[src/rtl/shift_add_multiplier.sv]
// rtl/shift_add_multiplier.sv - sequential unsigned shift-and-add multiplier
// One conditional add and one right shift of {A,Q} per clock over WL iterations.
module shift_add_multiplier #(
   parameter int WL = 4
) (
   input  logic            CLK,
   input  logic            RST,
   input  logic            start,
   input  logic [WL-1:0]   multiplicand,
   input  logic [WL-1:0]   multiplier,
   output logic [2*WL-1:0] product,
   output logic            busy,
   output logic            done
);

   localparam int CW = $clog2(WL) + 1;

   typedef enum logic [1:0] {
      S_IDLE = 2'd0,
      S_RUN  = 2'd1,
      S_DONE = 2'd2
   } state_t;

   state_t            state_q, state_d;
   logic [WL-1:0]     m_q, m_d;
   logic [WL:0]       a_q, a_d;
   logic [WL-1:0]     q_q, q_d;
   logic [CW-1:0]     cnt_q, cnt_d;
   logic [2*WL-1:0]   product_q, product_d;
   logic [WL:0]       sum;
   logic              last_iter;

   // A is WL+1 bits wide, so the add can never overflow
   assign sum       = q_q[0] ? (a_q + {1'b0, m_q}) : a_q;
   assign last_iter = (cnt_q == CW'(WL - 1));

   always_ff @(posedge CLK) begin
      if (!RST) begin
         state_q <= S_IDLE;
      end else begin
         state_q <= state_d;
      end
   end

   always_comb begin
      state_d = state_q;
      case (state_q)
         S_IDLE:  if (start) state_d = S_RUN;
         S_RUN:   if (last_iter) state_d = S_DONE;
         S_DONE:  state_d = S_IDLE;
         default: state_d = S_IDLE;
      endcase
   end

   always_comb begin
      busy = (state_q != S_IDLE);
      done = (state_q == S_DONE);
   end

   always_comb begin
      m_d       = m_q;
      a_d       = a_q;
      q_d       = q_q;
      cnt_d     = cnt_q;
      product_d = product_q;
      case (state_q)
         S_IDLE: begin
            if (start) begin
               m_d   = multiplicand;
               q_d   = multiplier;
               a_d   = '0;
               cnt_d = '0;
            end
         end
         S_RUN: begin
            a_d   = {1'b0, sum[WL:1]};
            q_d   = {sum[0], q_q[WL-1:1]};
            cnt_d = cnt_q + CW'(1);
            // Post-shift {A,Q} minus its always-zero top bit
            if (last_iter) begin
               product_d = {sum, q_q[WL-1:1]};
            end
         end
         default: ;
      endcase
   end

   always_ff @(posedge CLK) begin
      if (!RST) begin
         m_q       <= '0;
         a_q       <= '0;
         q_q       <= '0;
         cnt_q     <= '0;
         product_q <= '0;
      end else begin
         m_q       <= m_d;
         a_q       <= a_d;
         q_q       <= q_d;
         cnt_q     <= cnt_d;
         product_q <= product_d;
      end
   end

   assign product = product_q;

endmodule

[config.mk]
export PLATFORM = sky130hd
export DESIGN_NAME = shift_add_multiplier
export DESIGN_NICKNAME = d
export VERILOG_FILES = /design/src/rtl/shift_add_multiplier.sv
export SDC_FILE = /design/constraint.sdc
export NUM_CORES = 1
export LEC_CHECK = 0
export ABC_AREA = 0
export CELL_PAD_IN_SITES_DETAIL_PLACEMENT = 1
export CELL_PAD_IN_SITES_GLOBAL_PLACEMENT = 1
export CORE_MARGIN = 2
export CORE_UTILIZATION = 42
export DETAILED_ROUTE_END_ITERATION = 10
export GPL_TIMING_DRIVEN = 0
export PLACE_DENSITY_LB_ADDON = 0.1
export SYNTH_ARGS = -nofsm -noshare
export SYNTH_HDL_FRONTEND = slang
export SYNTH_SLANG_ARGS = --single-unit
[constraint.sdc]
create_clock -name CLK -period 4.2 [get_ports CLK]
set_input_delay 0.84 -clock CLK [delete_from_list [all_inputs] [get_ports CLK]]
set_output_delay 0.84 -clock CLK [all_outputs]
set_load 0.05 [all_outputs]
## After elaboration in Yosys (flattened, before gate mapping)

Index checks and enable logic that the tools add are counted.

| word-level totals | value |
|---|---|
| register bits | 26 |
| bits in latches | 0 |
| RAM bits | 0 |
| ROM bits | 0 |
| input port bits | 11 |
| output and inout port bits | 10 |
| word-level logic and storage cells | 30 |
| memories | 0 |

| operators by class | value |
|---|---|
| add/subtract/negate cells | 2 |
| multiply operators | 0 |
| div/mod/pow operators | 0 |
| $lt $le $gt $ge | 0 |
| equality and inequality tests | 5 |
| shift operators | 0 |
| multiplexer cells | 10 |
| bitwise operators | 0 |
| reduce and logical (&&, ||, !) cells | 7 |

Operators by type and width:

| operator | count |
|---|---|
| $mux W5 | 2 |
| $pmux W5 S2 | 1 |
| $pmux W4 S2 | 1 |
| $reduce_and A2 Y1 | 4 |
| $pmux W3 S2 | 1 |
| $add A5 B4 Y5 | 1 |
| $mux W2 | 2 |
| $mux W4 | 1 |
| $ne A2 B2 Y1 const B | 2 |
| $pmux W2 S2 | 1 |
| $reduce_bool A2 Y1 | 2 |
| $add A3 B1 Y3 const B | 1 |
| $eq A3 B2 Y1 const B | 1 |
| $mux W3 | 1 |
| $eq A2 B1 Y1 const B | 1 |
| $eq A2 B2 Y1 const B | 1 |
| $logic_not A2 Y1 | 1 |

## Depth between registers and ports, before layout

Gate-level depths: netlist of the first run.

| logic depth | value |
|---|---|
| depth after elaboration | 3 |
| gate-level depth with buffers | 6 |
| mapped depth without buffers | 6 |

## Least setup slack after synthesis of the first run

OpenSTA, ideal clock, no wires.

| timing path | value |
|---|---|
| kind | reg2out |
| start point | register state_q[1] |
| end point | output done |
| data arrival time | 1122 ps |
| slack | 2238 ps |
| cell stages (with the launch flop) | 2 |
| buffers on the path | 0 |
| cells stage by stage | dfxtp_1 nor2b_1 |

| on the way | value |
|---|---|
| word-level cells in the longest chain between the ends | 1 |

Ends and longest elaborated chain:

| what | RTL line | source |
|---|---|---|
| start, declared | 24 | `state_t state_q, state_d;` |
| start signal, assigned | 41 | `state_q <= state_d;` |
| $eq A2 B2 Y1 | 57 | `done = (state_q == S_DONE);` |
| end, declared | 13 | `output logic done` |

Every way passes these cells.

## Final worst setup path of the first run

| timing path | value |
|---|---|
| start point | register state_q[1] |
| end point | output busy |

| on the way | value |
|---|---|
| word-level cells in the longest chain between the ends | 1 |

Ends and longest elaborated chain:

| what | RTL line | source |
|---|---|---|
| $reduce_bool A2 Y1 | 56 | `busy = (state_q != S_IDLE);` |
| end, declared | 12 | `output logic busy,` |

Every way passes these cells.

==> out/qor.yml, run 1 <==
logic_synthesis:
  synth_top_family_by_area: "simple AND/OR/NAND/NOR gates"
  synthAdderAreaFrac: 0.0772
  synth_xor_area_frac: 0.00711
  synth-simple-area-share: 0.260
  synthesis.nets: 154
  synthCells: 136
  synth_edf_count: 0
  synthFlopType: "dfxtp_1"
  async_reset_ff_frac: 0
  ys_warn_count: 0
  muxShareOfSynthArea: 0.0488
  yosys_register_bits: 25
  synth_cell_types: 36
  syn_area_um2: 1230
  synth_compound_area_frac: 0.163
  syn_avg_cell_area_um2: 9.05
  seq_area_frac_synth: 0.407
sta:
  finalHoldViolCount: 0
  slew_viol_final: 0
  grt_setup_unrepaired: "false"
  relSlewSlack: 0.659
  max_freq_mhz: 378
  clock_skew_ns: 0.00677
  layout_worst_path_cycle_share: 0.629
  setup_violations: 0
  layout_min_cycle_time_ns: 2.64
  worst_pin_slew_ns: 0.510
  fin_setup_tns_ns: 0
detailed_routing:
  vias: 1043
  ant_nets: 0
  detail_route.vias_per_cell: 5.46
  post_drt_wl_per_cell_um: 15.4
  dr.pass1.iters: 4
  post-route-drc-count: 0
  drt_iter0_drc: 14
  wl_mm: 2.94
setup_path:
  crit_type: "reg2out"
  critPathCaptureType: "output port"
  critPathMaxFanout: 8
  cp_data_required_time_ns: 3.36
  cp.arrival_ns: 1.80
  startpoint_type: "flip-flop"
clock_tree:
  postCtsSetupBuffers: 0
  holdBufCountCts: 0
  cts_resized: 0
  cts.reportedPaths.clkPinSlew_ns: 0.13
  cts_tree: "done"
  cts_root_buf: "clkbuf_4"
  clk_path_buf_depth: 2
  clkSinkCount: 25
  clk_latency_ns: 0.34
  cts-htree-levels: 1
  cts-buffers-inserted: 3
placed_design:
  gp_congestion: 0.727
  placed_area_um2: 1470
  hpwlAfterDp_mm: 2.25
  io_buffers: 20
cells_and_area:
  final_cell_mix: "25 x nand2_1, 25 x dfxtp_1, 20 x clkdlybuf4s50_1"
  fin_area_um2: 1500
  areaGrowthSynthToFinish_pct: 21.5
  n_antenna_cell: 0
  drive_gt1_frac: 0.0750
  final_net_count: 179
floorplanning:
  initial_core_util: 0.443
  io_pins: 21
  die-area_um2: 3380
  die_h_um: 58.1
  num_rows: 19
  fp.coreArea_um2: 2780
  dieWidth_um: 58.1
outcome:
  status: "complete, no violations"
power:
  vdd_drop_max_mv: 0.233
  p_per_area_nw_per_um2: 295
  power_leakage_nw: 0.655
global_route:
  grt_pass1_wl_mm: 5.01
  grt-ovfl-total: 0
  grt_pass1_vias: 1067
  antenna_found_initial: 0
  grt_usage: 0.198
  grt_max_degree: 14
worst_hold_path:
  hold_path_class: "reg2reg"
flow_run:
  maxCapViolCount: 0
==> per-stage QoR <==
stage          setup slack [ns]  hold slack [ns]  power (mW)  cells   util
2_1_floorplan              2.24            0.444       0.305    136      -
6_report                   1.56            0.463       0.441    191  0.538
3_5_place_dp               1.93            0.450       0.333    187  0.529
4_1_cts                    1.54            0.468       0.445    191  0.538
5_1_grt                    1.49            0.491       0.464    191  0.538
3_3_place_gp               1.95            0.441       0.328    187  0.529
==> area by class of cell <==
class                           instances  area, um^2
Buffer                                  6        35.0
Clock buffer                            4        26.3
Fill cell                             336        1280
Inverter                                3        11.3
Multi-Input combinational cell        102         684
Sequential cell                        25         500
Tap cell                               31        38.8
Timing Repair Buffer                   20         200
==> routing by layer <==
metal | wire length, um | track usage | vias to the layer above
met2 | 1430 | 0.320 | 22
met3 | 132 | 0.0513 | 5
met4 | 53 | 0.0864 | 0
met5 | 0 | 0 | -
li1 | - | - | 511
met1 | 1320 | 0.250 | 505
==> final timing paths <==
check             start         end  slack [ns]  cells past startpoint
min          product[0]  product[0]        0.46                      2
max reg2reg      a_q[0]      a_q[3]        2.47                      6
max          state_q[1]        busy        1.56                      2
min reg2reg  product[0]  product[0]        0.46                      2
==> where the power goes <==
| group | internal (mW) | switching (mW) | leakage (nW) |
|---|---|---|---|
| clock | 0.0374 | 0.0763 | 0.0150 |
| combinational | 0.0341 | 0.0387 | 0.436 |
| sequential | 0.246 | 0.00809 | 0.204 |
==> registers in the layout, indices dropped and copies added, names as in the netlist <==
name	count
product	8
q_q	4
m_q	4
a_q	4
cnt_q	3
state_q	2
==> worst max-delay path, cell delays in order, from the launching register on <==
cell             delay (ns)
dfxtp_1                0.46
or2_4                  0.20
clkdlybuf4s50_1        0.81
==> Yosys cell counts, types with 2 or more instances <==
cell type / instances / share of area
o21ai_1: 2 / 0.0081
inv_1: 3 / 0.0091
mux2i_1: 6 / 0.049
nand2_1: 25 / 0.076
buf_4: 2 / 0.012
nor3_1: 2 / 0.0081
clkbuf_1: 2 / 0.0061
nand3_1: 7 / 0.028
and2_1: 4 / 0.020
nor2_1: 6 / 0.018
a21oi_1: 3 / 0.012
dfxtp_1: 25 / 0.41
nand2b_1: 2 / 0.010
o211a_1: 6 / 0.049
o21a_1: 3 / 0.018
ha_1: 6 / 0.061
o21ai_0: 2 / 0.0081
nor2b_1: 8 / 0.041
a21boi_1: 5 / 0.030
==> cells by family after synthesis <==
group,after synthesis
multiplexers,6
adder cells (fa/ha/maj),7
AND/OR/NAND/NOR,61
AO/OA/AOI/OAI,27
flip-flops,25
XOR/XNOR,1
buffers and inverters,9
(Power assumes the default switching activity.)
==> run 2: changes to the inputs <==
--- a/config.mk
+++ b/config.mk
@@ -9,7 +9,7 @@
 export CELL_PAD_IN_SITES_DETAIL_PLACEMENT = 1
 export CELL_PAD_IN_SITES_GLOBAL_PLACEMENT = 1
 export CORE_MARGIN = 2
-export CORE_UTILIZATION = 42
+export CORE_UTILIZATION = 39
 export DETAILED_ROUTE_END_ITERATION = 10
 export GPL_TIMING_DRIVEN = 0
 export PLACE_DENSITY_LB_ADDON = 0.1
==> constraint.sdc (replaced) <==
create_clock -name CLK -period 2.53 [get_ports CLK]
set_input_delay 0.506 -clock CLK [delete_from_list [all_inputs] [get_ports CLK]]
set_output_delay 0.506 -clock CLK [all_outputs]
set_load 0.05 [all_outputs]
==> out/qor.yml, run 2 (same netlist as run 1, synthesis figures left out) <==
outcome:
  status: "complete, no violations"
power:
  p_int_mw: 0.524
  p_per_area_nw_per_um2: 475
  power_leakage_nw: 0.658
  power_frac_clock: 0.249
  vdd_drop_max_mv: 0.255
  p_switching_mw: 0.195
  combPwrFrac: 0.165
  p_seq_frac: 0.586
  swShare: 0.271
cells_and_area:
  final_net_count: 179
  drive_gt1_frac: 0.0813
  n_fill_cell: 365
  stdcell_count: 204
  final_cell_mix: "25 x nand2_1, 25 x dfxtp_1, 20 x clkdlybuf4s50_1"
  largest_reg_flops: 8
  areaGrowthSynthToFinish_pct: 23.0
  multi_input_area_um2: 684
  n_antenna_cell: 0
  ff_latch_area_um2: 500
setup_path:
  cp.arrival_ns: 1.78
  critPathCaptureType: "output port"
  startpoint_type: "flip-flop"
  reg2reg_to: "a_q[3]"
  critPathMaxFanout: 8
  timing.rr.start: "m_q[0]"
  reg2reg_depth: 6
  r2r_setup_slack_ns: 0.78
  crit_type: "reg2out"
  cp_data_required_time_ns: 2.02
floorplanning:
  fp.coreArea_um2: 3030
  die-area_um2: 3620
  die_h_um: 60.2
  io_pins: 21
  dieWidth_um: 60.2
  num_rows: 20
  initial_core_util: 0.407
sta:
  slew_viol_final: 0
  max_freq_mhz: 437
  relSlewSlack: 0.666
  clock_skew_ns: 0.00777
  setup_violations: 0
  layout_worst_path_cycle_share: 0.904
  finalHoldViolCount: 0
  worst_pin_slew_ns: 0.500
  layout_min_cycle_time_ns: 2.29
  grt_setup_unrepaired: "false"
  fin_setup_tns_ns: 0
global_route:
  grt_pass1_vias: 1026
  grt_use_met2: 0.295
  met1_usage: 0.212
  antenna_found_initial: 0
  top_usage_layer: "met2"
  grt_pass1_wl_mm: 4.58
  use_met3: 0.0260
  grt-ovfl-total: 0
  grt_usage: 0.169
  grt_max_degree: 15
worst_hold_path:
  worstHoldStart: "product[7]"
  hold_depth: 2
  min_to: "product[7]"
  hold_path_class: "reg2reg"
clock_tree:
  cts-htree-levels: 1
  clk_latency_ns: 0.32
  cts_tree: "done"
  cts_resized: 0
  cts.reportedPaths.clkPinSlew_ns: 0.14
  holdBufCountCts: 0
  cts_root_buf: "clkbuf_4"
  postCtsSetupBuffers: 0
  clk_path_buf_depth: 2
  cts-buffers-inserted: 3
  clkSinkCount: 25
detailed_routing:
  wl_mm: 2.68
  detail_route.vias_per_cell: 5.09
  dr.pass1.iters: 4
  ant_nets: 0
  drt_iter0_drc: 59
  post-route-drc-count: 0
  post_drt_wl_per_cell_um: 13.2
  vias: 1038
placed_design:
  io_buffers: 20
  gp_congestion: 0.776
  hpwlAfterDp_mm: 2.09
  dp.cells: 200
flow_run:
  maxCapViolCount: 0
-- run 2: cell count changes in the layout (fill, tap and decap cells not counted), sizes merged --
cell	change
clkbuf	-1
clkinv	+1
-- run 2: power by group through the flow --
stage | clock network (mW) | logic [mW] | registers, mW
finish | 0.179 | 0.118 | 0.421
global route | 0.208 | 0.132 | 0.424
CTS | 0.191 | 0.120 | 0.422
detailed placement | 0 | 0.119 | 0.430
global placement | 0 | 0.116 | 0.429
floorplan | 0 | 0.0800 | 0.427
-- run 2: final cells by class --
type	instances	area share
clock buffers	3	0.0149
flip-flops and latches	25	0.331
multi-input cells	102	0.452
repair buffers	20	0.132
well taps	44	0.0364
plain buffers	6	0.0231
inverters	3	0.00744
clock inverters	1	0.00331
-- run 2: worst max path at each step --
stage	to	slack [ns]	startpoint	depth (start not counted)
final	busy	0.24	state_q[1]	2
after global routing	busy	0.13	state_q[1]	2
after CTS	busy	0.22	state_q[1]	2
after detailed placement	busy	0.60	state_q[1]	2
after global placement	busy	0.62	state_q[1]	2
after floorplan	done	0.90	state_q[1]	1
-- run 2: metrics by stage --
stage | area [um^2] | util | setup slack (ns) | power [mW] | hold WS, ns
after detailed placement | 1490 | 0.491 | 0.604 | 0.549 | 0.447
final | 1510 | 0.500 | 0.242 | 0.719 | 0.460
after CTS | 1510 | 0.500 | 0.222 | 0.732 | 0.466
after global placement | 1490 | 0.491 | 0.619 | 0.545 | 0.442
after global routing | 1510 | 0.500 | 0.128 | 0.765 | 0.482
after floorplan | 1230 | - | 0.902 | 0.507 | 0.444
-- run 2: metal layers --
metal	vias to the layer above	share of wire
li1	518	-
met1	502	0.47
met2	16	0.49
met3	2	0.026
met4	0	0.0071
met5	-	0
-- run 2: worst max-delay path, cell delays in order (launching register included) --
cell and delay (ns):
dfxtp_1 0.47, or2_4 0.20, clkdlybuf4s50_1 0.80
